==> src/rtl/hybrid_tree_scheduler.sv <==
// hybrid_tree_scheduler: shares one hybrid_tree max-priority queue between
// NUM_REQ requesters. Round-robin arbitration, single-cycle queue strobes,
// per-operation recovery gap, full/empty legality checks and a response
// carrying the removed root back to the requester.
//
// Ports:
//   CLK, RST            clock, synchronous active-high reset
//   req_valid/op/data   per-requester request (op: 00 enq, 01 deq, 10 repl)
//   req_ready           one-hot grant, only while idle
//   rsp_valid/id/data   response pulse, requester index, removed root
//   rsp_err             request rejected, no queue operation performed
//   q_wrt/q_read/q_data queue strobes and write key
//   q_full/q_empty/q_top queue flags and root value
//   busy                controller not idle
module hybrid_tree_scheduler #(
    parameter int unsigned NUM_REQ    = 4,
    parameter int unsigned DATA_WIDTH = 16,
    parameter int unsigned ENQ_GAP    = 4,
    parameter int unsigned DEQ_GAP    = 24,
    parameter int unsigned REPL_GAP   = 4
) (
    input  logic                          CLK,
    input  logic                          RST,
    input  logic [NUM_REQ-1:0]            req_valid,
    input  logic [2*NUM_REQ-1:0]          req_op,
    input  logic [NUM_REQ*DATA_WIDTH-1:0] req_data,
    output logic [NUM_REQ-1:0]            req_ready,
    output logic                          rsp_valid,
    output logic [$clog2(NUM_REQ)-1:0]    rsp_id,
    output logic [DATA_WIDTH-1:0]         rsp_data,
    output logic                          rsp_err,
    output logic                          q_wrt,
    output logic                          q_read,
    output logic [DATA_WIDTH-1:0]         q_data,
    input  logic                          q_full,
    input  logic                          q_empty,
    input  logic [DATA_WIDTH-1:0]         q_top,
    output logic                          busy
);

    localparam int unsigned ID_W     = $clog2(NUM_REQ);
    localparam int unsigned MAX_GAP1 = (ENQ_GAP > DEQ_GAP) ? ENQ_GAP : DEQ_GAP;
    localparam int unsigned MAX_GAP  = (MAX_GAP1 > REPL_GAP) ? MAX_GAP1 : REPL_GAP;
    localparam int unsigned CNT_W    = (MAX_GAP > 0) ? $clog2(MAX_GAP + 1) : 1;

    localparam logic [1:0] OP_ENQ  = 2'b00;
    localparam logic [1:0] OP_DEQ  = 2'b01;
    localparam logic [1:0] OP_REPL = 2'b10;

    typedef enum logic [1:0] {
        IDLE  = 2'd0,
        ISSUE = 2'd1,
        WAIT  = 2'd2,
        ERR   = 2'd3
    } state_t;

    state_t                 state, state_next;
    logic [ID_W-1:0]        rr_ptr;
    logic [ID_W-1:0]        win_id;
    logic [1:0]             win_op;
    logic [DATA_WIDTH-1:0]  win_data;
    logic                   found;
    logic                   grant;
    logic                   legal;
    logic [1:0]             lat_op;
    logic [ID_W-1:0]        lat_id;
    logic [CNT_W-1:0]       cnt;
    logic [CNT_W-1:0]       gap_sel;

    // Requester index k positions after the round-robin pointer.
    function automatic int unsigned rr_index(input logic [ID_W-1:0] base, input int unsigned k);
        return (32'(base) + k) % NUM_REQ;
    endfunction

    // Round-robin search: first valid requester at or after rr_ptr.
    always_comb begin
        found    = 1'b0;
        win_id   = '0;
        win_op   = '0;
        win_data = '0;
        for (int unsigned k = 0; k < NUM_REQ; k++) begin
            if (!found && req_valid[rr_index(rr_ptr, k)]) begin
                found    = 1'b1;
                win_id   = ID_W'(rr_index(rr_ptr, k));
                win_op   = req_op[2*rr_index(rr_ptr, k) +: 2];
                win_data = req_data[rr_index(rr_ptr, k)*DATA_WIDTH +: DATA_WIDTH];
            end
        end
    end

    assign grant = found && (state == IDLE) && !RST;

    // Legality against the queue flags seen in the grant cycle.
    always_comb begin
        legal = 1'b0;
        case (win_op)
            OP_ENQ:  legal = !q_full;
            OP_DEQ:  legal = !q_empty;
            OP_REPL: legal = !q_empty;
            default: legal = 1'b0;
        endcase
    end

    // Recovery gap of the operation just issued.
    always_comb begin
        gap_sel = '0;
        case (lat_op)
            OP_ENQ:  gap_sel = CNT_W'(ENQ_GAP);
            OP_DEQ:  gap_sel = CNT_W'(DEQ_GAP);
            OP_REPL: gap_sel = CNT_W'(REPL_GAP);
            default: gap_sel = '0;
        endcase
    end

    // State register.
    always_ff @(posedge CLK) begin
        if (RST) begin
            state <= IDLE;
        end else begin
            state <= state_next;
        end
    end

    // Next-state and grant decode; req_ready must answer in the grant cycle.
    always_comb begin
        state_next = state;
        req_ready  = '0;
        case (state)
            IDLE: begin
                if (grant) begin
                    req_ready[win_id] = 1'b1;
                    state_next        = legal ? ISSUE : ERR;
                end
            end
            ISSUE:   state_next = (gap_sel == '0) ? IDLE : WAIT;
            WAIT:    if (cnt <= CNT_W'(1)) state_next = IDLE;
            ERR:     state_next = IDLE;
            default: state_next = IDLE;
        endcase
    end

    // Registered datapath: latches, strobes, gap counter and response.
    always_ff @(posedge CLK) begin
        if (RST) begin
            rr_ptr    <= '0;
            lat_op    <= '0;
            lat_id    <= '0;
            cnt       <= '0;
            q_wrt     <= 1'b0;
            q_read    <= 1'b0;
            q_data    <= '0;
            rsp_valid <= 1'b0;
            rsp_id    <= '0;
            rsp_data  <= '0;
            rsp_err   <= 1'b0;
            busy      <= 1'b0;
        end else begin
            q_wrt     <= 1'b0;
            q_read    <= 1'b0;
            rsp_valid <= 1'b0;
            busy      <= (state_next != IDLE);
            case (state)
                IDLE: begin
                    if (grant) begin
                        lat_op <= win_op;
                        lat_id <= win_id;
                        q_data <= win_data;
                        rr_ptr <= (win_id == ID_W'(NUM_REQ - 1)) ? '0 : win_id + ID_W'(1);
                        if (legal) begin
                            q_wrt  <= (win_op == OP_ENQ) || (win_op == OP_REPL);
                            q_read <= (win_op == OP_DEQ) || (win_op == OP_REPL);
                        end
                    end
                end
                ISSUE: begin
                    cnt       <= gap_sel;
                    rsp_valid <= 1'b1;
                    rsp_err   <= 1'b0;
                    rsp_id    <= lat_id;
                    rsp_data  <= (lat_op == OP_ENQ) ? '0 : q_top;
                end
                WAIT: begin
                    cnt <= cnt - CNT_W'(1);
                end
                ERR: begin
                    rsp_valid <= 1'b1;
                    rsp_err   <= 1'b1;
                    rsp_id    <= lat_id;
                    rsp_data  <= '0;
                end
                default: ;
            endcase
        end
    end

endmodule

==> config.mk <==
export PLATFORM = sky130hd
export DESIGN_NAME = hybrid_tree_scheduler
export DESIGN_NICKNAME = d
export VERILOG_FILES = /design/src/rtl/hybrid_tree_scheduler.sv
export SDC_FILE = /design/constraint.sdc
export NUM_CORES = 1
export LEC_CHECK = 0
export ABC_CLOCK_PERIOD_IN_PS = 8600
export BUFFER_PORTS_ARGS = -buffer_cell sky130_fd_sc_hd__buf_2
export CORE_MARGIN = 2
export CORE_UTILIZATION = 50
export CTS_BUF_LIST = sky130_fd_sc_hd__clkbuf_8
export DETAILED_ROUTE_END_ITERATION = 16
export MAX_ROUTING_LAYER = met4
export PLACE_DENSITY = 0.85
export SLEW_MARGIN = 10
export SYNTH_ARGS = -nofsm -noshare
export SYNTH_HDL_FRONTEND = slang
export SYNTH_SLANG_ARGS = --single-unit
==> constraint.sdc <==
create_clock -name CLK -period 8.6 [get_ports CLK]
set_input_delay 0.43 -clock CLK [delete_from_list [all_inputs] [get_ports CLK]]
set_output_delay 0.43 -clock CLK [all_outputs]
set_load 0.01 [all_outputs]
==> summary.md, run 1 <==
| Metric | Value |
|---|---|
| Yosys top cell area share | `between 20% and 30%` |
| Max Buffers Root-to-Sink | `2` |
| Slew Viols, Final | `0` |
| WHS Endpoint | `rsp_data[9]$_SDFFE_PP0P_` |
| Filler instances | `between 700 and 800` |
| # diodes | `0` |
| Worst setup EP type | `primary output` |
| Int Pwr | `approximately 810 uW` |
| Chip height | `between 90 and 100 um` |
| TritonRoute pass-1 iters | `6` |
| CTS tree | `built` |
| Post-synth ARST share | `0%` |
| First-pass GRT wire length | `about 23 mm` |
| Post-detail-place hpwl | `around 9.6 mm` |
| Total power divided by cell area | `between 200 and 300 nW/um^2` |
| Post-synthesis cell type count | `60` |
| R2r setup slk | `about 4700 ps` |
| Gr ovfl total | `0` |
| Kind of critical path | `reg2out` |
| Minimum clock period | `about 4000 ps` |
| Status | `finished, final reports clean` |
| Setup repair bufs after CTS | `0` |
| Final Setup Violations | `0` |
| Seq pwr share | `24.8%` |
| CTS clk-pin slew, worst paths | `between 100 and 150 ps` |
| Cells along the critical path | `buf_4 -> and2_1 -> o21a_1 -> nor3_1 -> o41ai_1 -> inv_1 -> ha_1 -> and3_1 -> buf_2` |
| Largest net degree at the start of global routing | `65` |
| Crit path max-delay family | `buffers and inverters` |
| Max-Cap Viols | `0` |
| Core Footprint | `about 8700 sq um` |
| Vias in the first global route | `4862` |
| Placement row count | `34` |
| Nets | `758` |
| Cells after Synth | `548` |
| Fraction of layout cells with a size suffix above 1 | `28.3%` |
| Net Sw Frac | `between 40 and 50%` |
| Synth cell count leaders | `mux2i_1, nor2_1, dfxtp_1, a21oi_1, a211oi_1` |
| Rel. slew slack | `26.5%` |
| CP Data Required Time | `~8200 ps` |
| Main area contributors after synthesis | `dfxtp_1, mux2i_1, a221o_1` |
| Worst skew pair latency | `between 300 and 400 ps` |
| CP startpoint kind | `flip-flop` |
| DR WL/cell | `19.0 um` |
| Psw | `~740 uW` |
| Hold wc startpoint | `q_top[9]` |
| Antenna violations before repair | `0` |
| Synth Cell Area | `4480 sq um` |
| Reg2reg end | `busy$_SDFF_PP0_` |
| Fin Setup TNS | `0 ps` |
| Crit Path Max Fanout | `between 60 and 70` |
| FF/Latch Area | `between 1000 and 1500 sq um` |
| IO Count | `139` |
| Pleak | `roughly 2.3 nW` |
| H-tree depth | `2` |
| Vias | `between 4000 and 5000` |
| Synth-to-layout area growth | `16.4%` |
| Multi-input gate area | `between 3000 and 4000 sq um` |
| CP Buf/Inv Count | `3` |
| Post-CTS sizing | `0` |
| CP max stage delay | `around 750 ps` |
| Setup slack after layout | `~4600 ps` |
| Fmax | `0.248 GHz` |
| CTS buffer count | `5` |
| Routed Antenna Nets | `0` |
| Ys Warns | `0` |
| Number of flops mapped to enable cells by yosys | `0` |
| RSZ-0062 raised after global routing | `no` |
| Hold path depth | `3` |
| Worst EP arrival | `between 3000 and 4000 ps` |
| Routed WL | `~14 mm` |
| Synth area leader | `dfxtp_1` |
| Synth Flop Type | `dfxtp_1` |
| Worst-Margin Slew | `about 1100 ps` |
| Post-CTS Hold Fix Bufs | `0` |
| HP Class | `in2reg` |
| Die X | `98.7 um` |
| Slowest stage cell, crit path | `buf_4` |
| Iteration-0 DRC Markers | `528` |
| Peak supply drop | `0.152 mV` |
| #FFs+latches synth | `52` |
| CTS sink cnt | `52` |
| Comb pwr share | `65.5%` |
| Die area | `9740 sq um` |
| Post-place setup slack | `approximately 5000 ps` |
| Syn_nets | `around 660` |
| Clock power frac | `about 9.7%` |
| DRC violations left | `0` |
| Initial Util | `between 50% and 60%` |
| Routability cong. | `roughly 0.89` |
| Tcrit/Tclk final | `between 40 and 50%` |
| Post-synthesis sequential area ratio | `between 20% and 30%` |
| PortBufs | `138` |
| Crit path depth | `9` |
| GRT Util Overall | `28.9%` |
| Setup Skew | `~13 ps` |
| Via density | `roughly 6.6` |
| Root Buffer | `clkbuf_8` |
| Critical path launch point | `rr_ptr[1]$_SDFFE_PP0N_` |
| Syn_area_per_cell | `between 8 and 9 sq um` |
| FF-to-FF path depth | `12` |
| Fin. Hold Viols | `0` |
| Critical register-to-register path startpoint | `rr_ptr[1]$_SDFFE_PP0N_` |
metal layers:
layer,GRT usage [%],up-vias,wire length (um)
li1,-,2306,-
met1,36.2,2273,5720
met2,47.1,328,6670
met3,5.11,59,1570
met4,10.2,0,429
met5,-,-,0
worst min-delay path, delay by kind of cell:
| family | cells | cell delay [ps] |
|---|---|---|
| and+or+nand+nor | 1 | 70 |
| AOI/OAI and AO/OA | 1 | 50 |
| buffers and inverters | 1 | 80 |
area by class of cell:
cell class | instances | area share (%)
tap | 108 | 2.59
multi-input combinational | 429 | 60.2
timing repair buffer | 146 | 14.4
clock inverter | 3 | 0.360
inverter | 15 | 1.08
sequential | 52 | 20.0
clock buffer | 5 | 1.32
cell families (layout without fill, tap and decap cells):
group / after synthesis / after routing / synth area share (%)
simple gates: 122 / 122 / 14.0
buf+inv: 67 / 169 / 6.67
flops: 52 / 52 / 23.2
fa+ha+maj: 13 / 13 / 3.63
compound gates: 220 / 220 / 35.1
mux: 74 / 74 / 17.4
power by group through the flow:
| stage | Sequential (mW) | Clock [mW] | Combinational [mW] |
|---|---|---|---|
| 2_1_floorplan | 0.367 | 0 | 0.777 |
| 3_3_place_gp | 0.382 | 0 | 0.955 |
| 3_5_place_dp | 0.385 | 0 | 0.987 |
| 4_1_cts | 0.380 | 0.152 | 0.993 |
| 5_1_grt | 0.391 | 0.160 | 1.09 |
| 6_report | 0.382 | 0.150 | 1.01 |
stage by stage:
stage	instances	utilization [%]	hold slack [ps]	total power, mW	instance area, sq um
after detailed placement	750	58.8	443	1.37	5130
after CTS	758	59.8	345	1.52	5220
after global placement	750	58.8	440	1.34	5130
after global routing	758	59.8	351	1.64	5220
after floorplan	548	-	433	1.14	4480
final	758	59.8	350	1.54	5220
registers in the layout, indices dropped and copies added, names as in the netlist:
register	cells
cnt	5
lat_op	2
rr_ptr	2
state	2
q_read	1
busy	1
q_data	16
lat_id	2
q_wrt	1
rsp_data	16
rsp_valid	1
rsp_err	1
rsp_id	2
cells in the final DEF (no fill, tap or decap), drive strengths merged, types with 2 or more instances in the layout:
cell type / count
nand3b: 4
ha: 13
clkinv: 2
o41ai: 2
nor3: 2
nand2: 17
a221o: 33
o21ai: 31
o31ai: 2
inv: 16
or3: 3
nand2b: 2
or2: 4
o21a: 3
mux2i: 53
nor2b: 16
dfxtp: 52
or3b: 4
o22ai: 20
mux2: 20
a211oi: 35
and3: 5
nor4b: 2
a21oi: 48
and2b: 3
nor2: 54
buf: 146
clkbuf: 5
a211o: 17
a22oi: 17
and2: 2
worst max path at each step:
stage / slack [ps] / endpoint
after global routing: 4340 / req_ready[1]
after floorplan: 5790 / busy$_SDFF_PP0_
after global placement: 5080 / req_ready[3]
after CTS: 4620 / req_ready[3]
final: 4570 / req_ready[3]
after detailed placement: 4910 / busy$_SDFF_PP0_
Power figures use the tool's default switching activity.
==> inputs of run 2 (changes only) <==
ABC_CLOCK_PERIOD_IN_PS = 3300   (was 8600)
CORE_UTILIZATION = 49   (was 50)
PLACE_DENSITY = 0.87   (was 0.85)
clock period = 3.3 ns   (was 8.6 ns; I/O delays follow)
==> summary.md, run 2 (synthesized netlist as in run 1, its figures left out) <==
| Metric | Value |
|---|---|
| Setup repair bufs after CTS | `0 (unchanged)` |
| WHS | `72.7 ps (was 350 ps)` |
| Max-Cap Viols | `0 (unchanged)` |
| Gr ovfl total | `0 (unchanged)` |
| Worst setup EP type | `flip-flop (was primary output)` |
| HP Class | `in2reg (unchanged)` |
| Fin. Hold Viols | `0 (unchanged)` |
| Chip height | `99.7 um (was 98.7 um)` |
| Rel. slew slack | `34.5% (was 26.5%)` |
| Die X | `99.7 um (was 98.7 um)` |
| Status | `finished, final reports clean (unchanged)` |
| Most frequent cells in the layout | `buf_2, nor2_1, mux2i_1, dfxtp_1, a21oi_1 (unchanged)` |
| TritonRoute pass-1 iters | `6 (unchanged)` |
| Pleak | `2.32 nW (was 2.26 nW)` |
| Tcrit/Tclk final | `around 95%` |
| Dpl cell area | `5240 sq um (was 5130 sq um)` |
| Synth-to-layout area growth | `19.3% (was 16.4%)` |
| Max Buffers Root-to-Sink | `2 (unchanged)` |
| CTS buffer count | `5 (unchanged)` |
| Routability cong. | `0.977 (was 0.888)` |
| # diodes | `0 (unchanged)` |
| FF/Latch Area | `1050 sq um (unchanged)` |
| CP max stage delay | `530 ps (was 750 ps)` |
| Filler instances | `782 (was 797)` |
| Slowest stage cell, crit path | `dfxtp_4 (was buf_4)` |
| GRT Util Overall | `28.6% (was 28.9%)` |
| CTS sink cnt | `52 (unchanged)` |
| Die area | `9930 sq um (was 9740 sq um)` |
| CTS tree | `built (unchanged)` |
| Crit Path Max Fanout | `26 (was 61)` |
| Nets | `771 (was 758)` |
| H-tree depth | `2 (unchanged)` |
| Setup Skew | `14.5 ps (was 12.7 ps)` |
| Fmax | `0.320 GHz` |
| Core Footprint | `8810 sq um (was 8720 sq um)` |
| Total power divided by cell area | `772 nW/um^2 (was 296 nW/um^2)` |
| Routed WL | `14.3 mm (was 14.4 mm)` |
| Antenna violations before repair | `0 (unchanged)` |
| Slew Viols, Final | `0 (unchanged)` |
| Peak supply drop | `0.406 mV (was 0.152 mV)` |
| Final Instance Area | `5350 sq um (was 5220 sq um)` |
| Root Buffer | `clkbuf_8 (unchanged)` |
| CP Data Required Time | `3580 ps (was 8170 ps)` |
| CTS clk-pin slew, worst paths | `120 ps (was 110 ps)` |
| Iteration-0 DRC Markers | `523 (was 528)` |
| Largest net degree at the start of global routing | `38 (was 65)` |
| Initial Util | `50.9% (was 51.4%)` |
| Minimum clock period | `about 3100 ps` |
| First-pass GRT wire length | `22.9 mm (was 22.8 mm)` |
| PortBufs | `138 (unchanged)` |
| Multi-input gate area | `3160 sq um (was 3140 sq um)` |
| Biggest regs | `q_data x16, rsp_data x16, cnt x5 (unchanged)` |
| Fraction of layout cells with a size suffix above 1 | `30.2% (was 28.3%)` |
| Post-detail-place hpwl | `10.2 mm (was 9.62 mm)` |
| Kind of critical path | `reg2reg (was reg2out)` |
| DRC violations left | `0 (unchanged)` |
| Worst-Margin Slew | `982 ps (was 1100 ps)` |
| Worst skew pair latency | `320 ps (about the same)` |
| Vias in the first global route | `4904 (was 4862)` |
| Cells along the critical path | `buf_4 -> mux2i_1 -> a211o_1 -> a311o_1 -> o21a_1 -> ha_1 -> nor2_1 -> o2111ai_1 -> o21ai_1 -> a211oi_1 -> or2_1 (was buf_4 -> and2_1 -> o21a_1 -> nor3_1 -> o41ai_1 -> inv_1 -> ha_1 -> and3_1 -> buf_2)` |
| Placement row count | `34 (unchanged)` |
| IO Count | `139 (unchanged)` |
| RSZ-0062 raised after global routing | `no (unchanged)` |
| CP startpoint kind | `flip-flop (unchanged)` |
| Vias | `5083 (was 4966)` |
| DR WL/cell | `18.6 um (was 19.0 um)` |
| Routed Antenna Nets | `0 (unchanged)` |
| Via density | `6.59 (was 6.55)` |
| Fin Setup TNS | `0 ps (unchanged)` |
| Most common cell after layout, fill and taps aside | `buf_2 (unchanged)` |
| Worst EP arrival | `3400 ps (was 3600 ps)` |
| Final Setup Violations | `0 (unchanged)` |
[run 2: worst paths after layout]
| check | startpoint | to | slack [ps] | cells past startpoint |
|---|---|---|---|---|
| min | q_top[13] | rsp_data[13]$_SDFFE_PP0P_ | 70 | 3 |
| max reg2reg | rr_ptr[1]$_SDFFE_PP0N_ | busy$_SDFF_PP0_ | 180 | 11 |
| max | rr_ptr[1]$_SDFFE_PP0N_ | busy$_SDFF_PP0_ | 180 | 11 |
| min reg2reg | rsp_id[0]$_SDFFE_PP0P_ | rsp_id[0]$_SDFFE_PP0P_ | 470 | 2 |
[run 2: worst max-delay path: cells and delay by family (launching register included)]
| kind | cells | cell delay [ps] |
|---|---|---|
| AOI/OAI and AO/OA | 6 | 1470 |
| adders and majority gates | 1 | 310 |
| buffers and inverters | 1 | 420 |
| DFF | 1 | 530 |
| muxes | 1 | 160 |
| and+or+nand+nor | 2 | 190 |
[run 2: final cells by class]
class / instances / area share [%]
Clock inverter: 3 / 0.632
Tap cell: 108 / 2.53
Sequential cell: 52 / 19.6
Clock buffer: 5 / 1.29
Multi-Input combinational cell: 429 / 59.1
Inverter: 15 / 1.05
Timing Repair Buffer: 159 / 15.9
[run 2: stage by stage]
step,cells,worst slack (ps),total power [mW],util (%)
CTS,771,162,4.08,60.6
floorplan,548,495,2.98,-
finish,771,177,4.13,60.7
global placement,763,354,3.52,59.5
global route,771,8.84,4.41,60.7
detailed placement,763,207,3.64,59.5
[run 2: layer usage]
layer / global-route usage [%] / wire (um)
met5: - / 0
met4: 11.1 / 357
met3: 5.48 / 1440
met2: 48.1 / 6850
met1: 33.8 / 5660
[run 2: power breakdown]
group          switching [mW]  internal (mW)
Combinational            1.53           1.20
Sequential              0.165          0.809
Clock                   0.263          0.161
Total                    1.96           2.17
[run 2: what timing repair did]
action | 4_1_cts | 5_1_grt
hold buffers | 0 | 0
gates resized for setup | 0 | 2
endpoints found under the setup margin | 0 | 1
hold endpoints to repair | 0 | 0
